**src/rtl/cover_toggle_collector.sv**
```systemverilog
// Toggle-coverage receiver: sticky hit bitmap, distinct-hit counter and a valid/ready
// stream that reports each first-time hit once as a global cover index.
module cover_toggle_collector #(
  parameter int unsigned WIDTH       = 9,
  parameter int unsigned COVER_INDEX = 0,
  parameter int unsigned COVER_TOTAL = 28338,
  parameter int unsigned IDX_W       = 64,
  localparam int unsigned CW         = $clog2(WIDTH + 1),
  localparam int unsigned SW         = (WIDTH > 1) ? $clog2(WIDTH) : 1
) (
  input  logic             clock,
  input  logic             reset,
  input  logic [WIDTH-1:0] valid,
  input  logic             enable,
  input  logic             clear,
  output logic             rpt_valid,
  input  logic             rpt_ready,
  output logic [IDX_W-1:0] rpt_index,
  output logic [CW-1:0]    hit_count,
  output logic             all_hit
);

  // The owned range must fit inside the design-wide point space.
  if (COVER_INDEX + WIDTH > COVER_TOTAL) begin : g_range_check
    $error("cover_toggle_collector: owned range exceeds COVER_TOTAL");
  end

  logic [WIDTH-1:0] hit_q, hit_d;
  logic [WIDTH-1:0] pending_q, pending_d;
  logic [CW-1:0]    count_q, count_d;
  logic             all_hit_q, all_hit_d;
  logic             rpt_valid_q, rpt_valid_d;
  logic [IDX_W-1:0] rpt_index_q, rpt_index_d;

  logic [WIDTH-1:0] new_hits;
  logic [CW-1:0]    new_count;
  logic [SW-1:0]    sel;
  logic             found;
  logic             load;

  always_comb begin
    new_hits  = (enable && !clear) ? (valid & ~hit_q) : '0;
    new_count = '0;
    for (int i = 0; i < WIDTH; i++) begin
      new_count = new_count + CW'(new_hits[i]);
    end
  end

  // Lowest pending index, taken from pending before this edge's capture.
  always_comb begin
    sel   = '0;
    found = 1'b0;
    for (int i = WIDTH - 1; i >= 0; i--) begin
      if (pending_q[i]) begin
        sel   = SW'(i);
        found = 1'b1;
      end
    end
  end

  assign load = !rpt_valid_q || rpt_ready;

  always_comb begin
    hit_d       = hit_q | new_hits;
    pending_d   = pending_q | new_hits;
    count_d     = count_q + new_count;
    all_hit_d   = (count_d == CW'(WIDTH));
    rpt_valid_d = rpt_valid_q;
    rpt_index_d = rpt_index_q;
    if (clear) begin
      // A transfer in this cycle still completes; no reload follows it.
      hit_d       = '0;
      pending_d   = '0;
      count_d     = '0;
      all_hit_d   = 1'b0;
      rpt_valid_d = 1'b0;
    end else if (load) begin
      rpt_valid_d = found;
      if (found) begin
        pending_d[sel] = 1'b0;
        rpt_index_d    = IDX_W'(COVER_INDEX) + IDX_W'(sel);
      end
    end
  end

  always_ff @(posedge clock or negedge reset) begin
    if (!reset) begin
      hit_q       <= '0;
      pending_q   <= '0;
      count_q     <= '0;
      all_hit_q   <= 1'b0;
      rpt_valid_q <= 1'b0;
      rpt_index_q <= '0;
    end else begin
      hit_q       <= hit_d;
      pending_q   <= pending_d;
      count_q     <= count_d;
      all_hit_q   <= all_hit_d;
      rpt_valid_q <= rpt_valid_d;
      rpt_index_q <= rpt_index_d;
    end
  end

  assign rpt_valid = rpt_valid_q;
  assign rpt_index = rpt_index_q;
  assign hit_count = count_q;
  assign all_hit   = all_hit_q;

endmodule

```
**config.mk**
```make
export PLATFORM = sky130hd
export DESIGN_NAME = cover_toggle_collector
export DESIGN_NICKNAME = d
export VERILOG_FILES = /design/src/rtl/cover_toggle_collector.sv
export SDC_FILE = /design/constraint.sdc
export NUM_CORES = 1
export LEC_CHECK = 0
export ABC_AREA = 1
export BUFFER_PORTS_ARGS = -buffer_cell sky130_fd_sc_hd__buf_2
export CORE_MARGIN = 10
export CORE_UTILIZATION = 47
export DETAILED_ROUTE_END_ITERATION = 10
export PLACE_DENSITY = 0.79
export REMOVE_ABC_BUFFERS = 1
export SYNTH_ARGS = -nofsm -noshare
export SYNTH_HDL_FRONTEND = slang
export SYNTH_SLANG_ARGS = --single-unit
```
**constraint.sdc**
```tcl
create_clock -name clock -period 3.5 [get_ports clock]
set_clock_uncertainty 0.05 [all_clocks]
set_input_delay 0.7 -clock clock [delete_from_list [all_inputs] [get_ports clock]]
set_output_delay 0.7 -clock clock [all_outputs]
set_load 0.01 [all_outputs]
```
==> flow_summary.yaml, run 1 <==
clock_network:
  clkTransAtPathRegs_ns: 0.09
  ctsHoldBuffers: 0
  clockBufferDepth: 2
  cts_sinks: 28
  htreeDepth: 1
  cts_tree: "built"
  clk_latency_ns: 0.28
  numCtsBuffers: 3
  root_buffer: "clkbuf_8"
route:
  wl_per_cell_um: 12.6
  routed-via-count: 1410
  drc_errors: 0
  detail-route-antenna-nets: 0
  wirelength_um: 4240
  drt-initial-drc-count: 60
  firstDrtPassIters: 4
  viasPerCell: 4.21
placed_design:
  dp_hpwl_um: 3570
  port_buffers: 23
  gp_congestion: 0.827
synthesis:
  yosys-top-cells-count: "buf_4 (60), nand2_1 (39), inv_1 (29)"
  syn_avg_cell_area_um2: 8.30
  yosysMostFrequentCell: "buf_4"
  ys.flop_type: "dfrtp_1"
  ys_seq_area_frac: 0.340
  synth_edf_count: 0
  netlist_area_mm2: 0.00206
  async_flop_share: 1.00
  synth_seq_cells: 28
  synth_cell_types: 25
  netlist.area_leader.share: 0.340
  synth.area.top_cells: "dfrtp_1 (34%), buf_4 (22%), nand2_1 (7.1%)"
  synth_cells: 248
  yosys_warnings: 0
  yosysTopAreaCell: "dfrtp_1"
grt:
  grt.overflow.total: 0
  antenna_found_initial: 0
  grt_max_degree: 29
  grt_pass1_wl_um: 7090
  grt_pass1_vias: 1493
  grt_usage: 0.116
critical_path:
  critPathMaxFanout: 7
  path_class: "in2reg"
  crit_required_ns: 3.62
  critPathLaunchType: "input pin"
  crit_arrival_ns: 3.53
  crit_path_end_kind: "flip-flop"
pwr:
  leakage_nw: 1.26
  peakVddDrop_mv: 0.266
  power_density_mw_per_mm2: 446
sta:
  finalSetupTns_ns: 0
  fin_crit_ns: 3.41
  worst_pin_slew_ns: 0.635
  fmax_ghz: 0.294
  slew_headroom: 0.577
  fin_crit_sh: 0.973
  rsz0062_at_grt: "yes"
  report.final.slew_viol_count: 0
  hold_viol_final: 0
  finalSetupViolations: 0
cells_and_area:
  fillers: 419
  seq_area_um2: 701
  insertedDiodeCount: 0
  finalNetCount: 309
  multi_input_area_mm2: 0.00104
  drive_above_1_share: 0.251
  final_util: 0.509
  area_delta_synth_final_pct: 6.26
die:
  dieArea_mm2: 0.00743
  die_h_um: 86.2
  dieWidth_um: 86.2
  coreArea_mm2: 0.00429
  fp-row-count: 24
  io_pins: 84
  initial_core_util: 0.479
min_path:
  hold_class: "in2async"
job:
  max_cap_viol_count: 0
outcome:
  status: "finished clean"
-- logic make-up (layout without fill, tap and decap cells) --
logic type	count (synthesis)	count (layout)	share of synthesized area
xor+xnor	3	3	0.0128
flops	28	28	0.340
simple gates	92	92	0.225
buf+inv	96	72	0.284
fa+ha+maj	11	11	0.0888
compound gates	17	17	0.0468
other cells	1	60	0.00182
-- critical path, cell delays in order --
cell,delay (ns)
buf_2,0.11
inv_2,0.05
nand2_2,0.06
inv_4,0.09
nand2_1,0.11
nor2_4,0.12
fa_1,0.42
inv_1,0.07
fa_1,0.42
fa_1,0.48
inv_1,0.04
ha_1,0.16
inv_1,0.09
fa_2,0.46
nand3_1,0.09
nor2_1,0.04
-- power by group --
part | leakage (nW) | internal [mW] | switching (mW) | total, mW
Combinational | 0.860 | 0.144 | 0.234 | 0.379
Clock | 0.0288 | 0.101 | 0.101 | 0.202
Sequential | 0.375 | 0.365 | 0.0287 | 0.394
Total | 1.26 | 0.611 | 0.364 | 0.975
-- worst paths after layout --
kind,startpoint,to,slack (ns),cells after the start
min reg2reg,rpt_index[3]$_DFFE_PN0P_,rpt_index[3]$_DFFE_PN0P_,0.42,2
max,clear,all_hit$_DFF_PN0_,0.09,16
min,reset,rpt_index[1]$_DFFE_PN0P_,0.38,1
max reg2reg,hit_q[2]$_DFF_PN0_,all_hit$_DFF_PN0_,0.44,11
min in group clock,rpt_index[3]$_DFFE_PN0P_,rpt_index[3]$_DFFE_PN0P_,0.42,2
max in group asynchronous,reset,hit_count[3]$_DFF_PN0_,2.60,1
-- cell usage in the layout (no fill, tap or decap), drive strengths merged, types with 3 or more instances in the layout --
cell	n
dfrtp	28
a21oi	9
clkbuf	4
conb	60
o21ai	8
fa	6
inv	34
nand2	45
buf	34
nand4	3
nor2	31
nand3	11
ha	5
-- metrics by stage --
stage               instances  setup slack (ns)  instance area, um^2  hold WS [ns]  power, mW
floorplan                 245           -0.0871                 1820         0.354      0.649
global placement          331            -0.207                 2080         0.404      0.751
detailed placement        331            -0.360                 2080         0.405      0.767
CTS                       335            0.0492                 2160         0.399      0.980
global route              335           -0.0474                 2190         0.409       1.06
finish                    335            0.0937                 2190         0.376      0.975
-- layer usage --
metal,vias up,GRT usage,wire length (um)
met5,-,0,0
met4,0,0.0412,57
met3,5,0.0525,434
met2,47,0.201,2220
met1,651,0.120,1530
li1,707,-,-
-- flip-flops by register name, summed over array words and instances, names as in the netlist --
name       count
all_hit        1
hit_count      4
hit_q          9
pending_q      9
rpt_index      4
rpt_valid      1
-- area by class of cell --
type / count / share of cell area
Tap cell: 52 / 0.0297
Sequential cell: 28 / 0.320
Inverter: 34 / 0.0595
Clock buffer: 4 / 0.0252
Timing Repair Buffer: 34 / 0.0904
Multi-Input combinational cell: 183 / 0.475
-- repair_timing --
item,CTS,global route
gates resized for setup,7,7
endpoints found under the hold margin,0,0
pin swaps,1,2
setup endpoints to repair,1,4
buffers inserted,0,0
Power figures use the tool's default switching activity.
==> run 2, diff against run 1 <==
--- a/config.mk
+++ b/config.mk
@@ -10,8 +10,8 @@
 export CORE_MARGIN = 10
 export CORE_UTILIZATION = 47
 export DETAILED_ROUTE_END_ITERATION = 10
-export PLACE_DENSITY = 0.79
-export REMOVE_ABC_BUFFERS = 1
+export HOLD_SLACK_MARGIN = 0.06
+export PLACE_DENSITY_LB_ADDON = 0.3
 export SYNTH_ARGS = -nofsm -noshare
 export SYNTH_HDL_FRONTEND = slang
 export SYNTH_SLANG_ARGS = --single-unit
==> run 2 against run 1 <==
Against the previous run: setup slack lost 0.073 ns; fmax shrank 2.1%; largest power group unchanged; final cell count grew 2.7%.
==> flow_summary.yaml, run 2 (synthesis results as in run 1) <==
grt:
  grt.overflow.total: 0
  grt_pass1_vias: 1475
  antenna_found_initial: 0
  grt_pass1_wl_um: 6710
  grt_usage: 0.108
  grt_max_degree: 29
critical_path:
  slowest_stage: "fa_2"
  reg2regPathDepth: 11
  crit_arrival_ns: 3.63
  critPathMaxFanout: 7
  crit_required_ns: 3.65
  crit_path_end_kind: "flip-flop"
  path_cells: "buf_8, inv_4, nand2_4, inv_8, nand2_4, nor2_4, fa_1, inv_2, fa_1, fa_1, inv_1, ha_2, inv_2, fa_2, nand3_1, nor2_1"
  cp_common_cell: "fa_1"
  path_class: "in2reg"
  timing.critical_path.slowest_cell_delay_ns: 0.57
  critPathLaunchType: "input pin"
  r2r_slack_ns: 0.34
cells_and_area:
  fillers: 421
  drive_above_1_share: 0.298
  final_cell_mix: "conb_1 (60), nand2_1 (33), dfrtp_1 (28), inv_1 (27)"
  finalNetCount: 319
  area_delta_synth_final_pct: 11.5
  final_util: 0.534
  reg.largest.list: "hit_q x9, pending_q x9"
  seq_area_um2: 701
  final_common_cell: "conb_1"
  design_area_mm2: 0.00229
  multi_input_area_mm2: 0.00106
  insertedDiodeCount: 0
clock_network:
  cts_sinks: 28
  clk_latency_ns: 0.27
  ctsHoldBuffers: 0
  root_buffer: "clkbuf_8"
  clockBufferDepth: 2
  cts_tree: "built"
  htreeDepth: 1
  numCtsBuffers: 3
  clkTransAtPathRegs_ns: 0.09
route:
  drc_errors: 0
  drt-initial-drc-count: 68
  routed-via-count: 1428
  firstDrtPassIters: 4
  wirelength_um: 4150
  viasPerCell: 4.15
  wl_per_cell_um: 12.1
  detail-route-antenna-nets: 0
sta:
  fin_crit_ns: 3.48
  report.final.slew_viol_count: 0
  rsz0062_at_grt: "yes"
  fin_crit_sh: 0.994
  worst_pin_slew_ns: 0.629
  fmax_ghz: 0.287
  finalSetupViolations: 0
  worst_slack_ns: 0.0210
  slew_headroom: 0.581
  hold_viol_final: 0
die:
  coreArea_mm2: 0.00429
  io_pins: 84
  fp-row-count: 24
  dieWidth_um: 86.2
  dieArea_mm2: 0.00743
  initial_core_util: 0.479
  die_h_um: 86.2
placed_design:
  dp_hpwl_um: 3350
  placed_area_mm2: 0.00208
  gp_congestion: 0.838
  port_buffers: 23
  preCtsSetupSlack_ns: -0.333
min_path:
  hold_class: "in2async"
pwr:
  power_density_mw_per_mm2: 417
  peakVddDrop_mv: 0.221
  leakage_nw: 1.32
outcome:
  status: "finished clean"
job:
  max_cap_viol_count: 0
run 2: cell types whose count changed in the layout (fill, tap and decap cells not counted), sizes merged:
cell    previous run  this run
clkbuf             4         3
buf               34        44
run 2: power breakdown:
group	internal (mW)	switching, mW
Combinational	0.156	0.235
Clock	0.0772	0.0959
Sequential	0.365	0.0279
Total	0.599	0.359
run 2: what timing repair did:
| action | 4_1_cts | 5_1_grt |
|---|---|---|
| buffers inserted | 6 | 5 |
| pin swaps | 2 | 13 |
| cloned | 0 | 0 |
| resized for setup | 4 | 24 |
| setup endpoints to repair | 1 | 4 |
run 2: worst max-delay path: cells and delay by family:
| family | cells | cell delay [ns] |
|---|---|---|
| and+or+nand+nor | 5 | 0.35 |
| adders and majority gates | 5 | 2.26 |
| buffers and inverters | 6 | 0.31 |
run 2: worst paths after layout:
path                                          start                        to
max                                           clear         all_hit$_DFF_PN0_
min                                           reset        hit_q[6]$_DFF_PN0_
max reg2reg                      hit_q[8]$_DFF_PN0_         all_hit$_DFF_PN0_
min reg2reg                rpt_index[3]$_DFFE_PN0P_  rpt_index[3]$_DFFE_PN0P_
max in group asynchronous                     reset    pending_q[4]$_DFF_PN0_
min in group clock         rpt_index[3]$_DFFE_PN0P_  rpt_index[3]$_DFFE_PN0P_
run 2: stage by stage:
step / hold slack, ns / instances / setup TNS [ns] / power [mW]
after floorplan: 0.354 / 307 / 0 / 0.701
after global placement: 0.403 / 330 / -0.786 / 0.753
after detailed placement: 0.406 / 330 / -0.942 / 0.763
after CTS: 0.411 / 339 / 0 / 0.944
after global routing: 0.431 / 344 / -0.187 / 1.05
final: 0.387 / 344 / 0 / 0.957
run 2: area by class of cell:
class	instances	share of cell area
inverters	34	0.0600
flip-flops and latches	28	0.305
multi-input cells	183	0.462
repair buffers	44	0.126
well taps	52	0.0284
clock buffers	3	0.0180
run 2: layer usage:
metal  global-route usage  up-vias  share of wire
met5                    0        -              0
met3               0.0366        2          0.079
met4               0.0353        0         0.0087
li1                     -      725              -
met1                0.108      657           0.37
met2                0.204       44           0.54
==> run 3, diff against run 2 <==
--- a/config.mk
+++ b/config.mk
@@ -7,6 +7,7 @@
 export LEC_CHECK = 0
 export ABC_AREA = 1
 export BUFFER_PORTS_ARGS = -buffer_cell sky130_fd_sc_hd__buf_2
+export CORE_ASPECT_RATIO = 1.1
 export CORE_MARGIN = 10
 export CORE_UTILIZATION = 47
 export DETAILED_ROUTE_END_ITERATION = 10
@@ -15,3 +16,4 @@
 export SYNTH_ARGS = -nofsm -noshare
 export SYNTH_HDL_FRONTEND = slang
 export SYNTH_SLANG_ARGS = --single-unit
+export TNS_END_PERCENT = 1
==> run 3 against run 2 <==
Against the previous run: the run now ends with setup timing left; core utilization down 0.056 points; sequential power about the same; routed wire length up 0.29%; critical path type unchanged; critical endpoint unchanged.
==> flow_summary.yaml, run 3 (synthesis results as in run 1) <==
outcome:
  status: "complete, but fails checks"
  violations: "setup timing"
clock_network:
  clkTransAtPathRegs_ns: 0.09
  cts_tree: "built"
  root_buffer: "clkbuf_8"
  numCtsBuffers: 3
  cts_sinks: 28
  clk_latency_ns: 0.27
  htreeDepth: 1
  clockBufferDepth: 2
route:
  viasPerCell: 4.25
  firstDrtPassIters: 4
  wl_per_cell_um: 12.2
  drc_errors: 0
  detail-route-antenna-nets: 0
  drt-initial-drc-count: 73
  wirelength_um: 4160
  routed-via-count: 1450
die:
  coreArea_mm2: 0.00425
  fp-row-count: 25
  io_pins: 84
  dieWidth_um: 83.1
  die_h_um: 89.4
  dieArea_mm2: 0.00743
  initial_core_util: 0.484
placed_design:
  port_buffers: 23
  gp_congestion: 0.792
  preCtsSetupSlack_ns: -0.322
  dp_cells: 333
  dp_hpwl_um: 3420
  placed_area_mm2: 0.00209
critical_path:
  crit_arrival_ns: 3.69
  critPathLaunchType: "input pin"
  crit_path_end_kind: "flip-flop"
  path_class: "in2reg"
  critPathMaxFanout: 7
  crit_required_ns: 3.66
  reg2regPathDepth: 12
pwr:
  leakage_nw: 1.31
  power_density_mw_per_mm2: 438
  peakVddDrop_mv: 0.251
cells_and_area:
  final_cell_mix: "conb_1 (60), nand2_1 (33), dfrtp_1 (28), inv_1 (26), buf_2 (21)"
  drive_above_1_share: 0.293
  finalNonFillerCells: 341
  design_area_mm2: 0.00227
  insertedDiodeCount: 0
  finalNetCount: 313
  area_delta_synth_final_pct: 10.3
  reg.largest.list: "hit_q x9, pending_q x9"
  final_common_cell: "conb_1"
  fillers: 437
sta:
  worst_slack_ns: -0.0261
  fin_crit_ns: 3.53
  report.final.slew_viol_count: 0
  fmax_ghz: 0.284
  rsz0062_at_grt: "yes"
  worst_pin_slew_ns: 0.610
  hold_viol_final: 0
  slew_headroom: 0.594
  finalSetupTns_ns: -0.0261
  holdWs_ns: 0.376
  fin_crit_sh: 1.01
  finalSetupViolations: 1
grt:
  antenna_found_initial: 0
  grt_pass1_wl_um: 6730
  met2_usage: 0.197
  grt_max_degree: 29
  globalRouteMet1Util: 0.113
  grt_pass1_vias: 1545
  grt.overflow.total: 0
  grt_usage: 0.108
  grtUsageMet3: 0.0374
  grt-busiest-layer: "met2"
job:
  max_cap_viol_count: 0
min_path:
  hold_class: "in2async"
run 3: timing repair:
item | 4_1_cts | 5_1_grt
resized for setup | 15 | 15
pin swaps | 7 | 14
setup endpoints to repair | 1 | 4
buffers inserted | 3 | 1
gates cloned | 0 | 0
hold buffers | 0 | 0
run 3: path summary, 6_finish.rpt:
kind | start | slack, ns | to
max reg2reg | hit_q[4]$_DFF_PN0_ | 0.30 | all_hit$_DFF_PN0_
min in group clock | rpt_index[3]$_DFFE_PN0P_ | 0.42 | rpt_index[3]$_DFFE_PN0P_
min | reset | 0.38 | hit_count[3]$_DFF_PN0_
max in group asynchronous | reset | 2.62 | rpt_index[1]$_DFFE_PN0P_
min reg2reg | rpt_index[3]$_DFFE_PN0P_ | 0.42 | rpt_index[3]$_DFFE_PN0P_
max | clear | -0.03 | all_hit$_DFF_PN0_
run 3: metrics by stage:
stage           util  total power, mW
5_1_grt        0.534             1.08
3_3_place_gp   0.491            0.754
6_report       0.534            0.994
3_5_place_dp   0.491            0.768
2_1_floorplan      -            0.701
4_1_cts        0.519            0.983
run 3: final cells by class:
cell class                      instances  area, um^2  area share
Clock buffer                            4        55.1      0.0242
Inverter                               34         138      0.0606
Multi-Input combinational cell        183        1070       0.469
Sequential cell                        28         701       0.309
Tap cell                               54        67.6      0.0298
Timing Repair Buffer                   38         244       0.107
run 3: power by group:
group          internal [mW]  total, mW  switching [mW]
registers              0.365      0.392          0.0271
logic                  0.157      0.403           0.246
clock network          0.101      0.199          0.0978
total                  0.623      0.994           0.371
run 3: per-layer routing:
metal  vias up  share of wire
met5         -              0
met2        49           0.51
met3         4          0.075
li1        716              -
met1       681           0.39
met4         0          0.016
run 3: worst max-delay path, stage by stage:
cell	delay, ns
buf_8	0.08
inv_4	0.03
nand2_4	0.08
inv_8	0.05
nand2_4	0.07
nor2_4	0.04
fa_1	0.55
inv_2	0.04
fa_1	0.56
fa_1	0.42
inv_1	0.07
ha_2	0.17
inv_2	0.05
fa_2	0.40
xor2_2	0.18
nand3_2	0.09
nor2_2	0.10
